==> src/rtl/serial_add_4_bit_pkg.sv <==
// serial_add_4_bit_pkg: shared state type and default operand width for the serial adder
package serial_add_4_bit_pkg;
   localparam int WIDTH_DEF = 4;
   typedef enum logic [1:0] {IDLE, RUN, DONE} state_t;
endpackage

==> src/rtl/serial_add_4_bit_full_adder.sv <==
// full_adder_1bit: single-bit full adder used as the serial datapath core
module full_adder_1bit (
   input  logic a,
   input  logic b,
   input  logic ci,
   output logic s,
   output logic co
);
   assign s  = a ^ b ^ ci;
   assign co = (a & b) | (ci & (a ^ b));
endmodule

==> src/rtl/serial_add_4_bit.sv <==
// serial_add_4_bit: bit-serial x + y + cin, LSB first, one bit per clock
module serial_add_4_bit
   import serial_add_4_bit_pkg::*;
#(
   parameter int WIDTH = WIDTH_DEF
) (
   input  logic             clk,
   input  logic             rst_n,
   input  logic             start,
   input  logic [WIDTH-1:0] x,
   input  logic [WIDTH-1:0] y,
   input  logic             cin,
   output logic             busy,
   output logic             done,
   output logic [WIDTH-1:0] sum,
   output logic             cout
);
   localparam int CW = $clog2(WIDTH);
   state_t           state, nxt;
   logic [CW-1:0]    cnt;
   logic [WIDTH-1:0] xr, yr, acc, acc_nx;
   logic             carry, s, co, last;
   full_adder_1bit u_fa (.a(xr[cnt]), .b(yr[cnt]), .ci(carry), .s(s), .co(co));
   always_comb begin
      last   = cnt == CW'(WIDTH - 1);
      nxt    = (state == IDLE) ? (start ? RUN : IDLE) :
               (state == RUN)  ? (last ? DONE : RUN) : IDLE;
      busy   = state != IDLE;
      done   = state == DONE;
      acc_nx = acc;
      acc_nx[cnt] = s;
   end
   always_ff @(posedge clk)
      if (!rst_n) state <= IDLE;
      else        state <= nxt;
   // acc collects result bits privately; sum only changes when the last bit lands
   always_ff @(posedge clk)
      if (!rst_n) begin
         cnt   <= '0;
         carry <= 1'b0;
         acc   <= '0;
         xr    <= '0;
         yr    <= '0;
         sum   <= '0;
         cout  <= 1'b0;
      end else if (state == IDLE && start) begin
         xr    <= x;
         yr    <= y;
         carry <= cin;
         cnt   <= '0;
      end else if (state == RUN) begin
         acc   <= acc_nx;
         carry <= co;
         cnt   <= cnt + CW'(1);
         if (last) begin
            sum  <= acc_nx;
            cout <= co;
         end
      end
endmodule

==> config.mk <==
export PLATFORM = sky130hd
export DESIGN_NAME = serial_add_4_bit
export DESIGN_NICKNAME = d
export VERILOG_FILES = /design/src/rtl/serial_add_4_bit_pkg.sv /design/src/rtl/serial_add_4_bit_full_adder.sv /design/src/rtl/serial_add_4_bit.sv
export SDC_FILE = /design/constraint.sdc
export NUM_CORES = 1
export LEC_CHECK = 0
export CORE_MARGIN = 1.5
export CORE_UTILIZATION = 40
export CTS_CLUSTER_SIZE = 20
export DETAILED_ROUTE_END_ITERATION = 16
export SYNTH_ARGS = -nofsm -noshare
export SYNTH_HDL_FRONTEND = slang
export SYNTH_SLANG_ARGS = --single-unit
==> constraint.sdc <==
create_clock -name clk -period 3 [get_ports clk]
set_input_delay 0.3 -clock clk [delete_from_list [all_inputs] [get_ports clk]]
set_output_delay 0.3 -clock clk [all_outputs]
set_load 0.02 [all_outputs]
Yosys cells after proc, flatten, opt, wreduce, memory -nomap -nowiden
Index checks and enable logic that the tools add are counted.
- $add $sub $neg: 1
- muxes and demuxes: 13
- equality and inequality tests: 3
- bitwise operators: 7
- reductions and logical operators: 8
- magnitude comparators: 2
- operators with widths (kind ; count):
    2-to-1 mux 1 bit ; 6
    2-to-1 mux 2 bit ; 3
    binary-select mux 1 bit (select 2 bit) ; 2
    bitwise mux 4 bit ; 1
    equality test 2 bit, second input constant ; 2
    nonzero test 2 bit ; 2
    < comparator 2 x 3 -> 1 bit, second input constant ; 1
    AND reduction 3 bit ; 1
    adder 2 x 1 -> 2 bit, second input constant ; 1
    bitwise AND 1 bit ; 2
    demux 1 bit (select 2 bit) ; 1
    equality test 2 x 1 -> 1 bit, second input constant ; 1
    greater-or-equal comparator 2 x 1 -> 1 bit, second input constant ; 1
    logical AND 1 bit ; 2
    logical NOT 2 bit ; 1
    inverter 1 bit ; 2
    AND reduction 2 bit ; 1
    OR reduction 2 bit ; 1
    XOR 1 bit ; 2
    bitwise OR 1 bit ; 1
- output and inout bits: 7
- bits in registers: 22

Longest topological paths before layout
Gate-level depths: netlist of run 1.
- word-level depth: 7
- gate-level depth with buffers: 5

Hierarchy
From an unflattened synthesis of run 1, not the netlist that was laid out.
- cell total of the unflattened synthesis: 102
- area, all modules: 1013.5 sq um
- modules (own cells, without submodules) (module ; instances ; area an instance (sq um) ; cells each):
    serial_add_4_bit ; 1 ; 993.5 ; 101
    full_adder_1bit ; 1 ; 20.0 ; 1

Least setup slack after synthesis of run 1
OpenSTA, ideal clock, no wires.
- kind: register to register
- start: reg cnt[0]
- end: reg sum[0]
- stages on the path, launching flop included: 6
- data arrival time: 1848 ps
- setup time: 116 ps
- data required time: 2884 ps
- slack: 1036 ps
- cell sequence: dfxtp_1 mux4_2 fa_1 mux2i_1 nand2_1 o211a_1
- word-level cells in the longest chain between the ends: 5
- elaborated cells between the ends (all ways): 14
- RTL lines (element ; RTL line ; text):
    start, declared ; serial_add_4_bit.sv:20 ; logic [CW-1:0] cnt;
    start signal, assigned ; serial_add_4_bit.sv:54 ; cnt <= cnt + CW'(1);
    < comparator 2 x 3 -> 1 bit (not written as such) (tied with other cells) ; serial_add_4_bit.sv:31 ; acc_nx[cnt] = s;
    logical AND 1 bit (not written as such) or 2-to-1 mux 1 bit (tied branches) ; serial_add_4_bit.sv:31, serial_add_4_bit.sv:23 ;
    2-to-1 mux 1 bit (not written as such) or XOR 1 bit (tied branches) ; serial_add_4_bit.sv:31, serial_add_4_bit_full_adder.sv:9 ;
    demux 1 bit (select 2 bit) or XOR 1 bit (tied branches) ; serial_add_4_bit.sv:31, serial_add_4_bit_full_adder.sv:9 ;
    bitwise mux 4 bit ; serial_add_4_bit.sv:31 ;
    end signal, assigned ; serial_add_4_bit.sv:56 ; sum <= acc_nx;
    end, declared ; serial_add_4_bit.sv:15 ; output logic [WIDTH-1:0] sum,
Several ways; a longest one is shown, not always the timed one. The select of a mux whose other input is x is not followed.
A chain may end at the register's enable or synchronous reset.

Final worst setup path of run 1
Same ends and word-level chain as after synthesis.

==> results.md, run 1 <==
- Min Tclk post-route: 2.11 ns
- Vias in the first global route: 579
- Arrival time at the worst endpoint: 2.35 ns
- Crit path cell chain: mux4_2 -> fa_1 -> mux2i_1 -> nand2_1 -> o211a_1
- Total Routing Usage GR: 14.2%
- Layout area overhead: 19.6%
- I/O Pins: 19
- CP Capture Type: flop
- #FFs+latches synth: 21
- Commonest non-fill, non-tap cell in the layout: dfxtp_1
- Routability Congestion: 0.784
- GRT overflow: 0
- 1st-iter DRT viols: 2
- Postcts setup bufs: 0
- Pin count of the biggest net entering global routing: 22
- Drt wl/cell: 12.2 um
- IO Port Bufs: 18
- Post-Syn Area: 1040 um2
- Ratio of cells with drive above 1 in the final layout: 10.7%
- Die height: 53.9 um
- Initial Utilization: 42.2%
- Clock latency on the worst-skew pair: 0.29 ns
- Row Count: 18
- CP peak stage delay: 0.71 ns
- Initial antenna violation count: 0
- CP Max Fanout: 7
- Synth top area share: 40.6%
- PostCTS Resize Cnt: 0
- Max VDD drop: 0.234 mV
- Ys Warns: 0
- Top post-synthesis cells by area: dfxtp_1 (41%), mux2i_1 (14%), nor2b_1 (7.9%)
- Final Cell Area: 1240 um2
- Netlist cell types: 25
- Sum Neg Setup Slack: 0 ns
- Synth Net Count: 112
- Antenna Diode Count: 0
- Most frequent cells in the layout: dfxtp_1 (21), clkdlybuf4s50_1 (18), mux2i_1 (15)
- Syn Area/Cell: 10.9 um2
- RSZ-0062 raised after global routing: no
- CP Class: reg2reg
- ANT nets after route: 0
- Seq/Total Area, Yosys: 40.6%
- First-pass GRT wire length: 2840 um
- Critical Path Source Type: flop
- Root Buffer: clkbuf_4
- Setup violators final: 0
- HPWL after detailed placement: 1210 um
- Cells after synthesis: 95
- Slowest CP cell: fa_1
- Outcome: finished, final reports clean
- Die X: 53.9 um
- Htree depth: 1
- Period utilization: 70.3%
- First drt pass iteration count: 2
- Clock slew at reported path FFs: 0.11 ns
- CTS Buf Count: 3
- Fmax: 0.474 GHz
- Drt total wl: 1730 um
- Hold Path Class: reg2reg
- P_leak: 0.527 nW
- Max-cap violations: 0
- CTS sink cnt: 21
- Final Hold Violating Endpoints: 0
- Max-slew violation count: 0
- Vias: 672
- WP data required: 3.25 ns
- Post-Place Cells: 138
- Max-slew headroom: 43.2%
- Core Region: 2450 um2
- Die area: 2900 um2
- Power per Cell Area: 416 nW/um2
- Dpl cell area: 1210 um2
- Least-Margin Pin Slew: 0.848 ns
- Finished Layout Cells: 142
- CTS tree: done
- Nets: 130
- Clock Path Buffers: 2
- Clock skew: 0.00306 ns
- DRC errors left: 0
- Hold buffer count at cts: 0
- Post-synth top area cell: dfxtp_1
- Via density per instance: 4.73
## cell families after synthesis
logic type	share of synthesized area, %
compound gates	7.25
fa+ha+maj	6.76
buf+inv	5.07
flops	40.6
mux	18.8
simple gates	21.5
## stage by stage
| step | power [mW] | util (%) | setup slack [ns] | hold WS, ns |
|---|---|---|---|---|
| global route | 0.546 | 50.5 | 0.766 | 0.495 |
| CTS | 0.527 | 50.5 | 0.859 | 0.473 |
| detailed placement | 0.390 | 49.4 | 0.898 | 0.457 |
| global placement | 0.390 | 49.4 | 0.945 | 0.456 |
| finish | 0.516 | 50.5 | 0.891 | 0.469 |
| floorplan | 0.366 | - | 1.04 | 0.450 |
## layout make-up
cell class	instances	area, um2
inverter	3	11.3
tap	30	37.5
fill	241	1220
multi-input combinational	66	563
clock buffer	4	26.3
sequential	21	420
timing repair buffer	18	180
## synth_stat cells
master,n
nand2b_1,1
nand2_4,1
o21ba_2,1
nor2b_1,13
ha_1,4
inv_1,3
nor3b_2,1
buf_6,3
and3_1,1
mux2i_1,15
and2_1,2
dfxtp_1,21
or2_2,1
o21ai_0,1
mux4_2,2
fa_1,1
nand3b_1,4
a21boi_2,2
o21a_1,1
and3b_1,1
nor3_2,1
clkbuf_1,2
nor2_1,3
o211a_1,3
nand2_1,7
## worst max-delay path: cells and delay by family, from the launching register on
kind | cells | cell delay, ns
muxes | 2 | 0.67
DFF | 1 | 0.46
and+or+nand+nor | 1 | 0.08
AOI/OAI and AO/OA | 1 | 0.14
adders and majority gates | 1 | 0.71
## layer usage
metal / track usage, % / part of all wire, % / routed length [um] / vias to the layer above
met5: 0 / 0 / 0 / -
met4: 8.97 / 2.4 / 42 / 0
met3: 3.33 / 4.5 / 78 / 4
met2: 16.5 / 38 / 658 / 14
met1: 22.4 / 55 / 952 / 301
li1: - / - / - / 353
## registers in the layout, summed over array words and instances (netlist names)
signal	count
cnt	2
cout	1
acc	3
yr	4
state	2
sum	4
carry	1
xr	4
## path summary, 6_finish.rpt
kind | slack, ns | from | depth (start not counted) | endpoint
min reg2reg | 0.47 | sum[3] | 2 | sum[3]
min | 0.47 | sum[3] | 2 | sum[3]
max | 0.89 | cnt[0] | 5 | sum[0]
max reg2reg | 0.89 | cnt[0] | 5 | sum[0]
## power breakdown
group / internal, mW / switching (mW)
sequential: 0.291 / 0.0109
combinational: 0.0465 / 0.0355
clock: 0.0517 / 0.0803
(Power assumes the default switching activity.)
==> run 2: changes to the inputs <==
- clock period: 3 -> 2 ns (I/O delays scaled with it)
==> results.md, run 2 (synthesized netlist as in run 1, its figures left out) <==
- Fillers: 231
- Drt total wl: 1810 um
- Hold Crit Start: sum[3]
- CP peak stage delay: 0.53 ns
- WP data required: 2.22 ns
- RSZ-0062 raised after global routing: no
- Nets: 135
- FF/Latch Area: 422 um2
- Arrival time at the worst endpoint: 2.11 ns
- Clock slew at reported path FFs: 0.12 ns
- Die area: 2900 um2
- Grt peak-use layer: met2
- Via density per instance: 4.81
- Final Cell Area: 1280 um2
- GR Layer Usage met3: 3.06%
- 1st-iter DRT viols: 2
- First-pass GRT wire length: 3070 um
- Initial antenna violation count: 0
- Die height: 53.9 um
- Initial Utilization: 42.2%
- Least-Margin Pin Slew: 0.393 ns
- Min Tclk post-route: 1.89 ns
- Total Routing Usage GR: 15.1%
- Period utilization: 94.5%
- Die X: 53.9 um
- Max-slew violation count: 0
- Layout area overhead: 23.7%
- Outcome: finished, final reports clean
- Row Count: 18
- Dpl cell area: 1250 um2
- Hold buffer count at cts: 0
- ANT nets after route: 0
- DRC errors left: 0
- Hold Path Class: reg2reg
- Ratio of cells with drive above 1 in the final layout: 17.1%
- Most frequent cells in the layout: dfxtp_1 (20), clkdlybuf4s50_1 (18), mux2i_1 (15)
- Sum Neg Setup Slack: 0 ns
- Final hold slack: 0.469 ns
- Clock skew: 0.00878 ns
- Drt wl/cell: 12.3 um
- Core Util, Final: 52.2%
- CTS sink cnt: 21
- I/O Pins: 19
- Global Route met1 Usage: 19.4%
- Routability Congestion: 0.772
- Vias: 707
- Antenna Diode Count: 0
- Fmax: 0.529 GHz
- P_leak: 0.553 nW
- CTS Buf Count: 3
- Max VDD drop: 0.373 mV
- Crit path cell chain: mux4_2 -> fa_2 -> mux2i_1 -> nand2_1 -> o211a_1
- Commonest non-fill, non-tap cell in the layout: dfxtp_1
- Multi-input logic area: 566 um2
- Core Region: 2450 um2
- HPWL after detailed placement: 1340 um
- Root Buffer: clkbuf_4
- Setup violators final: 0
- First drt pass iteration count: 2
- Max-slew headroom: 73.7%
- Clock latency on the worst-skew pair: 0.32 ns
- CP Class: reg2reg
- Pin count of the biggest net entering global routing: 14
- Clock Path Buffers: 2
- Worst reg2reg startpoint: cnt[0]
- Final Hold Violating Endpoints: 0
- Critical Path Source Type: flop
- CTS tree: done
- Post-Place Cells: 143
- Vias in the first global route: 722
- IO Port Bufs: 18
- Met2 Resource Use GR: 22.6%
- Postcts setup bufs: 0
- Power per Cell Area: 631 nW/um2
- Max-cap violations: 0
- CP Capture Type: flop
- Top flop regs: sum: 4 flops, xr: 4 flops, yr: 4 flops
- GRT overflow: 0
- Htree depth: 1
- CP Max Fanout: 5
- Crit path from: cnt[0]
- Finished Layout Cells: 147
- Slowest CP cell: mux4_2
-- run 2: cell types whose count changed in the layout (fill, tap and decap cells not counted), sizes merged --
cell | before | now
buf | 0 | 5
clkbuf | 4 | 3
clkinv | 0 | 1
-- run 2: worst max-delay path, delay by kind of cell (launching register included) --
kind | cells | cell delay (ns)
and+or+nand+nor | 1 | 0.07
muxes | 2 | 0.69
DFF | 1 | 0.38
AOI/OAI and AO/OA | 1 | 0.13
adders and majority gates | 1 | 0.51
-- run 2: final cells by class --
class                   count  share of cell area [%]
multi-input cells          66                    44.1
flip-flops and latches     21                    32.9
repair buffers             23                    17.0
well taps                  30                    2.93
clock buffers               3                    1.76
inverters                   3                   0.879
clock inverters             1                   0.391
-- run 2: worst paths after layout --
path         cells past startpoint  slack, ns     end
min                              2       0.47  sum[3]
max reg2reg                      5       0.11  sum[2]
max                              5       0.11  sum[2]
min reg2reg                      2       0.47  sum[3]
-- run 2: through the flow --
step           setup slack, ns  power, mW
2_1_floorplan           0.0359      0.548
5_1_grt                 0.0237      0.850
3_5_place_dp           0.00272      0.605
3_3_place_gp            0.0618      0.602
6_report                 0.110      0.808
4_1_cts                 0.0421      0.820
-- run 2: power by group --
| part | leakage, nW | internal [mW] | switching, mW |
|---|---|---|---|
| registers | 0.172 | 0.436 | 0.0148 |
| clock network | 0.0177 | 0.0750 | 0.137 |
| logic | 0.363 | 0.0860 | 0.0587 |
| total | 0.553 | 0.598 | 0.211 |
-- run 2: what timing repair did --
action,CTS,global route
gates resized for setup,1,1
endpoints found under the setup margin,3,5
pin swaps,0,0
-- run 2: metal layers --
| metal | share of wire (%) | up-vias | wire length (um) |
|---|---|---|---|
| li1 | - | 364 | - |
| met1 | 49 | 323 | 885 |
| met2 | 43 | 15 | 785 |
| met3 | 4.7 | 5 | 84 |
| met4 | 2.8 | 0 | 51 |
| met5 | 0 | - | 0 |
==> run 3: changes to the inputs <==
- SYNTH_HIERARCHICAL: not set -> 1
==> results.md, run 3 <==
- ANT nets after route: 0
- Routability Congestion: 0.747
- CTS tree: done
- Row Count: 18
- Psw: 201 uW
- CP Max Fanout: 5
- Drt total wl: 1710 um
- Synth top area share: 41.5%
- CP Class: reg2reg
- Max VDD drop: 0.355 mV
- Nets: 138
- Top post-synthesis cells by area: dfxtp_1 (41%), nand2_1 (8.9%), mux2i_1 (7.9%)
- RSZ-0062 raised after global routing: no
- Clock slew at reported path FFs: 0.12 ns
- Power per Cell Area: 637 nW/um2
- Worst R2R Path Depth: 5
- Reg-to-reg endpoint: acc[2]
- GRT overflow: 0
- Vias: 720
- Outcome: finished, final reports clean
- P_int: 583 uW
- Ys Warns: 6
- Total Routing Usage GR: 14.5%
- Clock Path Buffers: 2
- Ys async rst share: 0%
- Finished Layout Cells: 150
- Seq/Total Area, Yosys: 41.5%
- Crit path from: cnt[0]
- I/O Pins: 19
- Most frequent cells in the layout: nand2_1 (24), dfxtp_1 (20), clkdlybuf4s50_1 (18)
- Syn Area/Cell: 9.94 um2
- Least-Margin Pin Slew: 0.603 ns
- Ratio of cells with drive above 1 in the final layout: 12.5%
- Vias in the first global route: 689
- Max-slew headroom: 59.7%
- Arrival time at the worst endpoint: 2.13 ns
- Metal2 WL: 874 um
- Commonest cells post-synth: nand2_1 (24), dfxtp_1 (21), mux2i_1 (8)
- Hold buffer count at cts: 0
- Clock network power share: 26.4%
- Most frequent cell after synthesis: nand2_1
- CTS sink cnt: 21
- CP Capture Type: flop
- IO Port Bufs: 18
- Die height: 53.3 um
- Final Hold Violating Endpoints: 0
- Met3 WL: 54 um
- Initial Utilization: 41.7%
- First-pass GRT wire length: 2930 um
- Worst reg2reg startpoint: cnt[0]
- Max-cap violations: 0
- Drt wl/cell: 11.4 um
- Sum Neg Setup Slack: 0 ns
- WP data required: 2.25 ns
- Die area: 2840 um2
- Post-synth top area cell: dfxtp_1
- Fillers: 252
- Cells after synthesis: 102
- Post-Syn Area: 1010 um2
- Met1 Wirelength: 770 um
- Min Tclk post-route: 1.88 ns
- Pin count of the biggest net entering global routing: 21
- Hold Path Class: in2reg
- Critical Path Source Type: flop
- Post-Place Cells: 146
- Postcts setup bufs: 0
- Setup crit end: acc[2]
- Seq pwr share: 57.4%
- Clock skew: 0.00355 ns
- Top flop regs: sum: 4 flops, xr: 4 flops, yr: 4 flops
- Root Buffer: clkbuf_4
- Fmax: 0.531 GHz
- Top sig layer: met4
- WHS Path Cells: 3
- Max-slew violation count: 0
- Setup violators final: 0
- HPWL after detailed placement: 1320 um
- EDFF count, synth: 0
- CTS Buf Count: 3
- Period utilization: 94.1%
- Die X: 53.3 um
- Switch share: 25.7%
- Commonest non-fill, non-tap cell in the layout: nand2_1
- Core Region: 2430 um2
- P_leak: 0.519 nW
- DRC errors left: 0
- 1st-iter DRT viols: 3
- Synth Net Count: 119
- Most used DFF post-synth: dfxtp_1
- Initial antenna violation count: 0
- Via density per instance: 4.80
- Netlist cell types: 26
- Clock latency on the worst-skew pair: 0.30 ns
- Reg2reg setup slack: 0.12 ns
- #FFs+latches synth: 21
- First drt pass iteration count: 3
- Antenna Diode Count: 0
- Layout area overhead: 21.5%
- Htree depth: 1
- Combinational Power Share: 16.2%
==> run 3: changes by cell type after synthesis, sizes merged, moves of 7 or more <==
cell / previous run / this run
nor2b: 13 / 4
nand2: 8 / 24
a21boi: 2 / 10
mux2i: 15 / 8
==> run 3: cell families after synthesis <==
| family | count (synthesis) | share of synthesized area, % |
|---|---|---|
| compound gates | 16 | 12.2 |
| mux | 10 | 12.3 |
| simple gates | 41 | 20.9 |
| fa+ha+maj | 5 | 6.91 |
| flops | 21 | 41.5 |
| buf+inv | 8 | 5.31 |
| xor+xnor | 1 | 0.864 |
==> run 3: power by group through the flow <==
| stage | logic [mW] | registers (mW) | clock network [mW] |
|---|---|---|---|
| finish | 0.127 | 0.450 | 0.207 |
| global route | 0.142 | 0.454 | 0.234 |
| CTS | 0.128 | 0.450 | 0.215 |
| detailed placement | 0.128 | 0.460 | 0 |
| global placement | 0.125 | 0.459 | 0 |
| floorplan | 0.0893 | 0.453 | 0 |
==> run 3: area by class of cell <==
class | instances | area [um2] | share of cell area, %
clock inverter | 1 | 5.00 | 0.407
sequential | 21 | 422 | 34.2
multi-input combinational | 73 | 542 | 44.0
timing repair buffer | 20 | 195 | 15.9
tap | 30 | 37.5 | 3.05
clock buffer | 3 | 22.5 | 1.83
inverter | 2 | 7.51 | 0.610
==> run 3: what timing repair did <==
action	in CTS	in global routing
endpoints found under the setup margin	0	7
hold endpoints to repair	0	0
resized for setup	0	2
==> run 3: worst min-delay path by stage <==
stage                from     to  slack [ns]
CTS                  x[0]  xr[0]        0.41
finish               x[0]  xr[0]        0.42
floorplan            x[0]  xr[0]        0.33
global placement    yr[2]  yr[2]        0.45
detailed placement  yr[2]  yr[2]        0.45
global route         x[2]  xr[2]        0.42
==> run 3: metal layers <==
metal / up-vias / global-route usage, %
li1: 376 / -
met1: 332 / 17.2
met2: 10 / 24.7
met3: 2 / 2.54
met4: 0 / 7.69
met5: - / 0
==> run 3: metrics by stage <==
| stage | total power [mW] | hold WS, ns | utilization [%] | area (um2) | worst slack (ns) |
|---|---|---|---|---|---|
| 2_1_floorplan | 0.543 | 0.335 | - | 1010 | 0.0565 |
| 3_3_place_gp | 0.584 | 0.448 | 49.3 | 1200 | 0.0635 |
| 3_5_place_dp | 0.588 | 0.449 | 49.3 | 1200 | 0.0160 |
| 4_1_cts | 0.794 | 0.413 | 50.5 | 1230 | 0.00355 |
| 5_1_grt | 0.831 | 0.425 | 50.6 | 1230 | 0.0179 |
| 6_report | 0.784 | 0.423 | 50.6 | 1230 | 0.117 |
==> run 3: worst max-delay path, stage by stage, from the launching register on <==
cell	delay [ns]
dfxtp_2	0.38
mux4_2	0.52
fa_2	0.63
buf_4	0.13
mux2i_1	0.06
nor2b_1	0.11
